===== config.mk =====
export PLATFORM = sky130hd
export DESIGN_NAME = iic_slave_regfile
export DESIGN_NICKNAME = d
export VERILOG_FILES = /design/src/rtl/iic_slave_regfile.sv
export SDC_FILE = /design/constraint.sdc
export NUM_CORES = 1
export LEC_CHECK = 0
export ABC_AREA = 1
export CELL_PAD_IN_SITES_DETAIL_PLACEMENT = 2
export CELL_PAD_IN_SITES_GLOBAL_PLACEMENT = 2
export CORE_ASPECT_RATIO = 0.75
export CORE_MARGIN = 8
export CORE_UTILIZATION = 29
export CTS_CLUSTER_DIAMETER = 80
export CTS_CLUSTER_SIZE = 14
export DETAILED_ROUTE_END_ITERATION = 7
export PLACE_DENSITY = 0.9
export SLEW_MARGIN = 25
export SYNTH_ARGS = -nofsm -noshare
export SYNTH_HDL_FRONTEND = slang
export SYNTH_SLANG_ARGS = --single-unit

===== constraint.sdc =====
create_clock -name clk -period 2.1 [get_ports clk]
set_clock_uncertainty 0.05 [all_clocks]
set_input_delay 0.63 -clock clk [delete_from_list [all_inputs] [get_ports clk]]
set_output_delay 0.63 -clock clk [all_outputs]
set_load 0.005 [all_outputs]

===== src/rtl/iic_slave_regfile.sv =====
// iic_slave_regfile
//   Byte-addressed register bank fed by the I2C slave's write-byte stream and
//   read requests. The start byte of a write transaction loads the register
//   pointer. Later data bytes write the register it selects. Reads return the
//   selected register, or 8'hFF when the pointer is outside the bank.
//   Fabric logic sees every register in parallel and can write through a
//   host port.
//
//   Build option: IIC_REGFILE_AUTO_INC_EN
//     defined   - the pointer advances after every data write and every read
//     undefined - the pointer changes only on a start byte
//
// Ports
//   clk, rst_n         clock; asynchronous active-low reset
//   fifo_wen           write strobe from the slave
//   fifo_wdata         written byte
//   fifo_wdata_start   marks the pointer (start) byte
//   fifo_ren           read request from the slave
//   fifo_rdata         read byte; holds its value until the next read
//   host_wen           fabric write strobe
//   host_addr          fabric write address
//   host_wdata         fabric write data
//   reg_out            register i on bits [8i+7:8i]
//   reg_wr_strobe      one-cycle pulse on each in-range I2C register write
//   reg_wr_addr        address of that I2C write
module iic_slave_regfile #(
   parameter int REG_COUNT  = 16,
   parameter int ADDR_WIDTH = 4
) (
   input  logic                     clk,
   input  logic                     rst_n,
   input  logic                     fifo_wen,
   input  logic [7:0]               fifo_wdata,
   input  logic                     fifo_wdata_start,
   input  logic                     fifo_ren,
   output logic [7:0]               fifo_rdata,
   input  logic                     host_wen,
   input  logic [ADDR_WIDTH-1:0]    host_addr,
   input  logic [7:0]               host_wdata,
   output logic [8*REG_COUNT-1:0]   reg_out,
   output logic                     reg_wr_strobe,
   output logic [ADDR_WIDTH-1:0]    reg_wr_addr
);

   // REG_COUNT may equal 2^ADDR_WIDTH, so the range compare needs one extra bit
   localparam int                    AW1     = ADDR_WIDTH + 1;
   localparam logic [ADDR_WIDTH:0]   COUNT_W = AW1'(REG_COUNT);

   logic [ADDR_WIDTH-1:0] ptr;
   logic                  in_range;
   logic                  start_wr;
   logic                  data_wr;
   logic                  reg_wr;
   logic                  rd;
   logic [7:0]            rd_sel;
   logic [7:0]            regs [REG_COUNT];

   assign in_range = {1'b0, ptr} < COUNT_W;
   assign start_wr = fifo_wen & fifo_wdata_start;
   assign data_wr  = fifo_wen & ~fifo_wdata_start;
   assign reg_wr   = data_wr & in_range;
   // a read that collides with a write is dropped
   assign rd       = fifo_ren & ~fifo_wen;

   // read mux; no match means the pointer is past the bank, which reads as FF
   always_comb begin
      rd_sel = 8'hFF;
      for (int i = 0; i < REG_COUNT; i++)
         if (ptr == ADDR_WIDTH'(i)) rd_sel = regs[i];
   end

`ifdef IIC_REGFILE_AUTO_INC_EN
   localparam logic [ADDR_WIDTH-1:0] LAST = ADDR_WIDTH'(REG_COUNT - 1);
   logic [ADDR_WIDTH-1:0] ptr_adv;

   // wrap at the last implemented register; an out-of-range pointer walks
   // up to the top of the address space and wraps there
   assign ptr_adv = (ptr == LAST) ? '0 : ptr + ADDR_WIDTH'(1);
`endif

   always_ff @(posedge clk or negedge rst_n) begin
      if (!rst_n)
         ptr <= '0;
      else if (start_wr)
         ptr <= fifo_wdata[ADDR_WIDTH-1:0];
`ifdef IIC_REGFILE_AUTO_INC_EN
      else if (data_wr || rd)
         ptr <= ptr_adv;
`endif
   end

   always_ff @(posedge clk or negedge rst_n) begin
      if (!rst_n) begin
         fifo_rdata    <= 8'h00;
         reg_wr_strobe <= 1'b0;
         reg_wr_addr   <= '0;
      end else begin
         reg_wr_strobe <= reg_wr;
         if (reg_wr) reg_wr_addr <= ptr;
         if (rd)     fifo_rdata  <= rd_sel;
      end
   end

   // one storage byte per register; I2C beats the host on an address clash
   for (genvar i = 0; i < REG_COUNT; i++) begin : g_reg
      localparam logic [ADDR_WIDTH-1:0] IDX = ADDR_WIDTH'(i);
      logic i2c_hit;
      logic host_hit;

      assign i2c_hit  = reg_wr & (ptr == IDX);
      assign host_hit = host_wen & (host_addr == IDX);

      always_ff @(posedge clk or negedge rst_n) begin
         if (!rst_n)        regs[i] <= 8'h00;
         else if (i2c_hit)  regs[i] <= fifo_wdata;
         else if (host_hit) regs[i] <= host_wdata;
      end

      assign reg_out[8*i +: 8] = regs[i];
   end

endmodule


After elaboration in Yosys (flattened, before gate mapping). Index checks and enable logic that the tools add are counted. W data, S select, Z words.

Bits in registers: 145. Input port bits: 26. Output and inout port bits: 141. Word-level logic and storage cells: 153.

Eq/ne operators: 30. Mux-type cells: 48. Bitwise logic cells: 37. Reduce and logical (&&, ||, !) cells: 18.

Operators by type and width (count): $mux W8 (48); $eq A4 B4 Y1 const B (16); $and A1 B1 Y1 (35); $eq A4 B3 Y1 const B (8); $reduce_bool A2 Y1 (16); $eq A4 B2 Y1 const B (4); $eq A4 B1 Y1 const B (2); $logic_not A4 Y1 (2); $not A1 Y1 (2).

Logic depth before layout (Yosys ltp).
Word-level depth: 17. Depth in mapped cells: 15. Gate-level depth less buffers: 14.

Worst setup path after synthesis. OpenSTA, ideal clock, no wires.

Path kind: input-to-reg. From: in fifo_wen. To: reg regs (netlist bit reg_out[77]). Setup time: 89 ps. Arrival: 1780 ps. Data required time: 1961 ps. Slack: 181 ps. Stages: 8. Buffers on the path: 1. Cell sequence: inv_1 -> nor2_1 -> inv_1 -> buf_4 -> nor2_2 -> inv_2 -> nand3_1 -> o211ai_1.

Word-level cells in the longest chain between the ends: 3. Elaborated cells between the ends (all ways): 4. Classes of those cells: 1 x mux; 2 x bitwise; 1 x reduce/logical.

Ends and longest elaborated chain: from (decl) (RTL line 32) `input logic fifo_wen,`; $and A1 B1 Y1 (*) (RTL line 60) `assign data_wr = fifo_wen & ~fifo_wdata_start;`; $and A1 B1 Y1 (*) (RTL line 110) `assign i2c_hit = reg_wr & (ptr == IDX);`; $mux W8 or $reduce_bool A2 Y1 (tied branches); to (signal, indexed assignment) (RTL line 115) `else if (i2c_hit) regs[i] <= fifo_wdata;`; to (signal, indexed assignment) (RTL line 116) `else if (host_hit) regs[i] <= host_wdata;`; to (decl) (RTL line 56) `logic [7:0] regs [REG_COUNT];`.

Mark *: on every way between the ends. The rest lies on a longest branch, timed or not. A chain may end at the register's enable or synchronous reset.

Final worst setup path.
From: reg ptr[2]. To: reg fifo_rdata[6].

Word-level cells in the longest chain between the ends: 17. Elaborated cells between the ends (all ways): 32. Classes of those cells: 15 x eq/ne; 16 x mux; 1 x reduce/logical.

Ends and longest elaborated chain: from (decl) (RTL line 49) `logic [ADDR_WIDTH-1:0] ptr;`; from (signal assigned) (RTL line 85) `ptr <= fifo_wdata[ADDR_WIDTH-1:0];`; $logic_not A4 Y1 (RTL line 69) `if (ptr == ADDR_WIDTH'(i)) rd_sel = regs[i];`; $mux W8 (15 in series) (RTL line 69); $mux W8 (*) (RTL line 69); to (signal assigned) (RTL line 100) `if (rd) fifo_rdata <= rd_sel;`; to (decl) (RTL line 36) `output logic [7:0] fifo_rdata,`.

Marked as above.

==> out/results.tsv <==
stage	metric	value	unit
run_status	status	complete, but fails checks	
run_status	failing checks	negative setup slack	
detailed_routing	number of remaining DRC errors	0	
cells_and_area	most common cell after layout, fill and taps aside	buf_4	
logic_synthesis	Net Count, Synth	1063	
logic_synthesis	Main synth FF type	dfrtp_1	
global_routing	first-pass GRT wire length	91490	um
detailed_routing	first-pass detailed-route iteration total	8	
min_path	Hold WC Path Type	in2async	
floorplanning	Die Area	32650	um^2
critical_path	R2R cell count	14	
critical_path	Req. time, crit path	2400	ps
logic_synthesis	Yosys warning total	0	
sta	final setup fails	130	
flow_run	max cap viols	0	
critical_path	Worst setup EP type	flip-flop	
detailed_routing	vias per cell	6.544	
place	placed wire-length estimate	37350	um
global_routing	vias in the first global route	12240	
cts	CTS clk-pin slew, worst paths	80	ps
logic_synthesis	number of synthesized register bits	145	
global_routing	largest net degree at the start of global routing	50	
sta	setup slack after layout	-834.3	ps
floorplanning	core region area	26810	um^2
global_routing	Global Route Usage Sum	0.3921	
global_routing	initial antenna violation count	9	
floorplanning	initial core utilization	0.2929	
pwr	cell area power density	1131	nW/um^2
critical_path	crit path max fanout	6	
cts	total CTS buffers	17	
floorplanning	# IOs	167	
sta	Hold WS	38.70	ps
pwr	Clk pwr share	0.225	
critical_path	FF-to-FF End	fifo_rdata[6]	
logic_synthesis	register area share after synthesis	0.4622	
cts	CTS max path bufs	2	
critical_path	nature of the critical path startpoint	flip-flop	
cts	CTS H-tree depth	4	
logic_synthesis	Yosys cell types	31	
detailed_routing	routed wire length	75750	um
pwr	Combinational Power Share	0.468	
logic_synthesis	Cells after Synth	1037	
cts	Skew-Pair Late Insertion Delay	490	ps
place	Post-DP Area	11040	um^2
sta	Peak Freq	0.3408	GHz
pwr	leakage power total	6.822	nW
cells_and_area	Synth-to-Final Area Change	74.68	%
cells_and_area	final instance area	13710	um^2
cells_and_area	commonest non-fill, non-tap cells in the layout	buf_4, nand2_1, o21ai_0	
pwr	internal power	8.632	mW
logic_synthesis	number of synthesized flops with an enable pin	0	
place	GPL Wtd Cong	0.9493	
critical_path	R2R setup slack	-830	ps
critical_path	CP Launch Point	ptr[2]	
cells_and_area	# nets final	1499	
detailed_routing	wire per inst	41.12	um
cts	Post-CTS Hold Buffers	0	
cts	CTS tree	yes	
cells_and_area	Finished Core Util	0.5116	
detailed_routing	via count	12050	
global_routing	grt total ovfl	0	
detailed_routing	1st-iter DRT viols	1707	
sta	Least-Margin Pin Slew	783.0	ps
critical_path	critical path arrival	3240	ps
sta	max-slew violation count	0	
sta	TNS Setup	-20960	ps
cells_and_area	share of cells above drive strength 1	0.3755	
place	PortBufs	166	
logic_synthesis	Syn Std Cell Area	7851	um^2
sta	RSZ-0062 raised after global routing	yes	
logic_synthesis	ys async rst share	1.000	
floorplanning	Die Wd	206.0	um
floorplanning	row cnt	52	
critical_path	CP Class	reg2reg	
sta	Slew headroom	0.4775	
pwr	P_sw	6.875	mW
pwr	Design Power	15.51	mW
critical_path	R2R Path Start	ptr[2]	
cells_and_area	post-route insts no fill	1842	
place	placed cells	1666	
cts	CTS sink cnt	145	
sta	final hold vios	0	
pwr	switching part of the total power	0.4434	
detailed_routing	Post-DRT Antenna Nets	0	
pwr	register share of total power	0.307	
sta	Period Utilization, post-route	1.397	
floorplanning	Die H	158.5	um
logic_synthesis	Mean Syn Cell Area	7.571	um^2
cts	Clk Tree Root Cell	clkbuf_16	
place	Post-Place Worst Slack	-582.6	ps
sta	Tmin final	2934	ps
pwr	Peak VDD IR	0.001151	V
==> power by group through the flow <==
stage	Clock, mW	Sequential (mW)	Combinational, mW
after floorplan	0	4.38	1.37
after global placement	0	4.61	4.41
after detailed placement	0	4.69	4.71
after CTS	3.33	4.56	5.67
after global routing	3.54	4.76	7.35
final	3.48	4.76	7.26
==> worst max path at each step <==
stage,end,slack [ps],cells after the start
after global placement,reg_out[109],-370,9
final,fifo_rdata[6],-830,14
after floorplan,reg_out[77],180,8
after CTS,fifo_rdata[4],-270,13
after detailed placement,reg_out[110],-580,11
after global routing,fifo_rdata[6],-800,16
==> cells in the mapped netlist, types with 2 or more instances <==
| master | instances | area, um^2 |
|---|---|---|
| inv_1 | 118 | 442.9 |
| or2_1 | 2 | 12.51 |
| o21ai_0 | 213 | 1066 |
| inv_2 | 21 | 78.83 |
| o21ai_1 | 14 | 70.07 |
| nor2_4 | 12 | 135.1 |
| nand2_1 | 270 | 1013 |
| nor3_1 | 6 | 30.03 |
| or2_0 | 9 | 56.30 |
| or2_2 | 8 | 50.05 |
| buf_6 | 4 | 45.04 |
| buf_4 | 2 | 15.01 |
| clkbuf_1 | 22 | 82.58 |
| dfrtp_1 | 145 | 3628 |
| nor2_1 | 49 | 183.9 |
| nand2_2 | 8 | 50.05 |
| nand3_1 | 25 | 125.1 |
| a21oi_1 | 22 | 110.1 |
| o221ai_1 | 34 | 297.8 |
| o22ai_1 | 7 | 43.79 |
| nor2_2 | 7 | 43.79 |
| o211ai_1 | 4 | 30.03 |
| nand4_1 | 22 | 137.6 |
| nand2_4 | 2 | 22.52 |
| buf_2 | 5 | 25.02 |
==> routing by layer <==
metal,vias to the layer above,track usage,wire (um)
met5,-,0,124
met4,8,0.2975,7037
met3,500,0.1330,9851
met2,1234,0.5896,31570
met1,5997,0.4591,27170
li1,4315,-,-
==> area by class of cell <==
type / instances / area [um^2]
Clock inverter: 13 / 140.1
Multi-Input combinational cell: 718 / 4240
Tap cell: 351 / 439.2
Timing Repair Buffer: 450 / 4192
Antenna cell: 5 / 12.51
Fill cell: 2866 / 13090
Clock buffer: 19 / 452.9
Inverter: 140 / 578.1
Timing Repair inverter: 1 / 8.758
Sequential cell: 145 / 3651
==> critical path: stages (launching register included) <==
cell and delay (ps):
dfrtp_2 450, inv_4 50, buf_6 120, nor2_4 370, nand2_2 220, o21ai_0 240, inv_1 110, nand4_1 360
nand2_2 160, nand3_2 120, nor3_4 50, nand4_1 170, nand2_1 120, nand2_1 100, nand2_1 90
==> state kept, by name, indices dropped and copies added, names as in the netlist <==
name,count
reg_wr_addr,4
reg_out,128
fifo_rdata,8
ptr,4
reg_wr_strobe,1
==> logic make-up (layout without fill, tap and decap cells) <==
family | Yosys count | in the layout | synth area share
other | 0 | 5 | 0
buffers and inverters | 174 | 623 | 0.08924
AND/OR/NAND/NOR | 423 | 423 | 0.2418
flip-flops | 145 | 145 | 0.4622
AO/OA/AOI/OAI | 295 | 295 | 0.2069
==> what timing repair did <==
action                     in CTS  in global routing
pin swaps                      28                 52
buffers inserted               65                 76
resized for setup             137                257
gates cloned                    0                  1
setup endpoints to repair     151                196
Power figures use the tool's default switching activity.
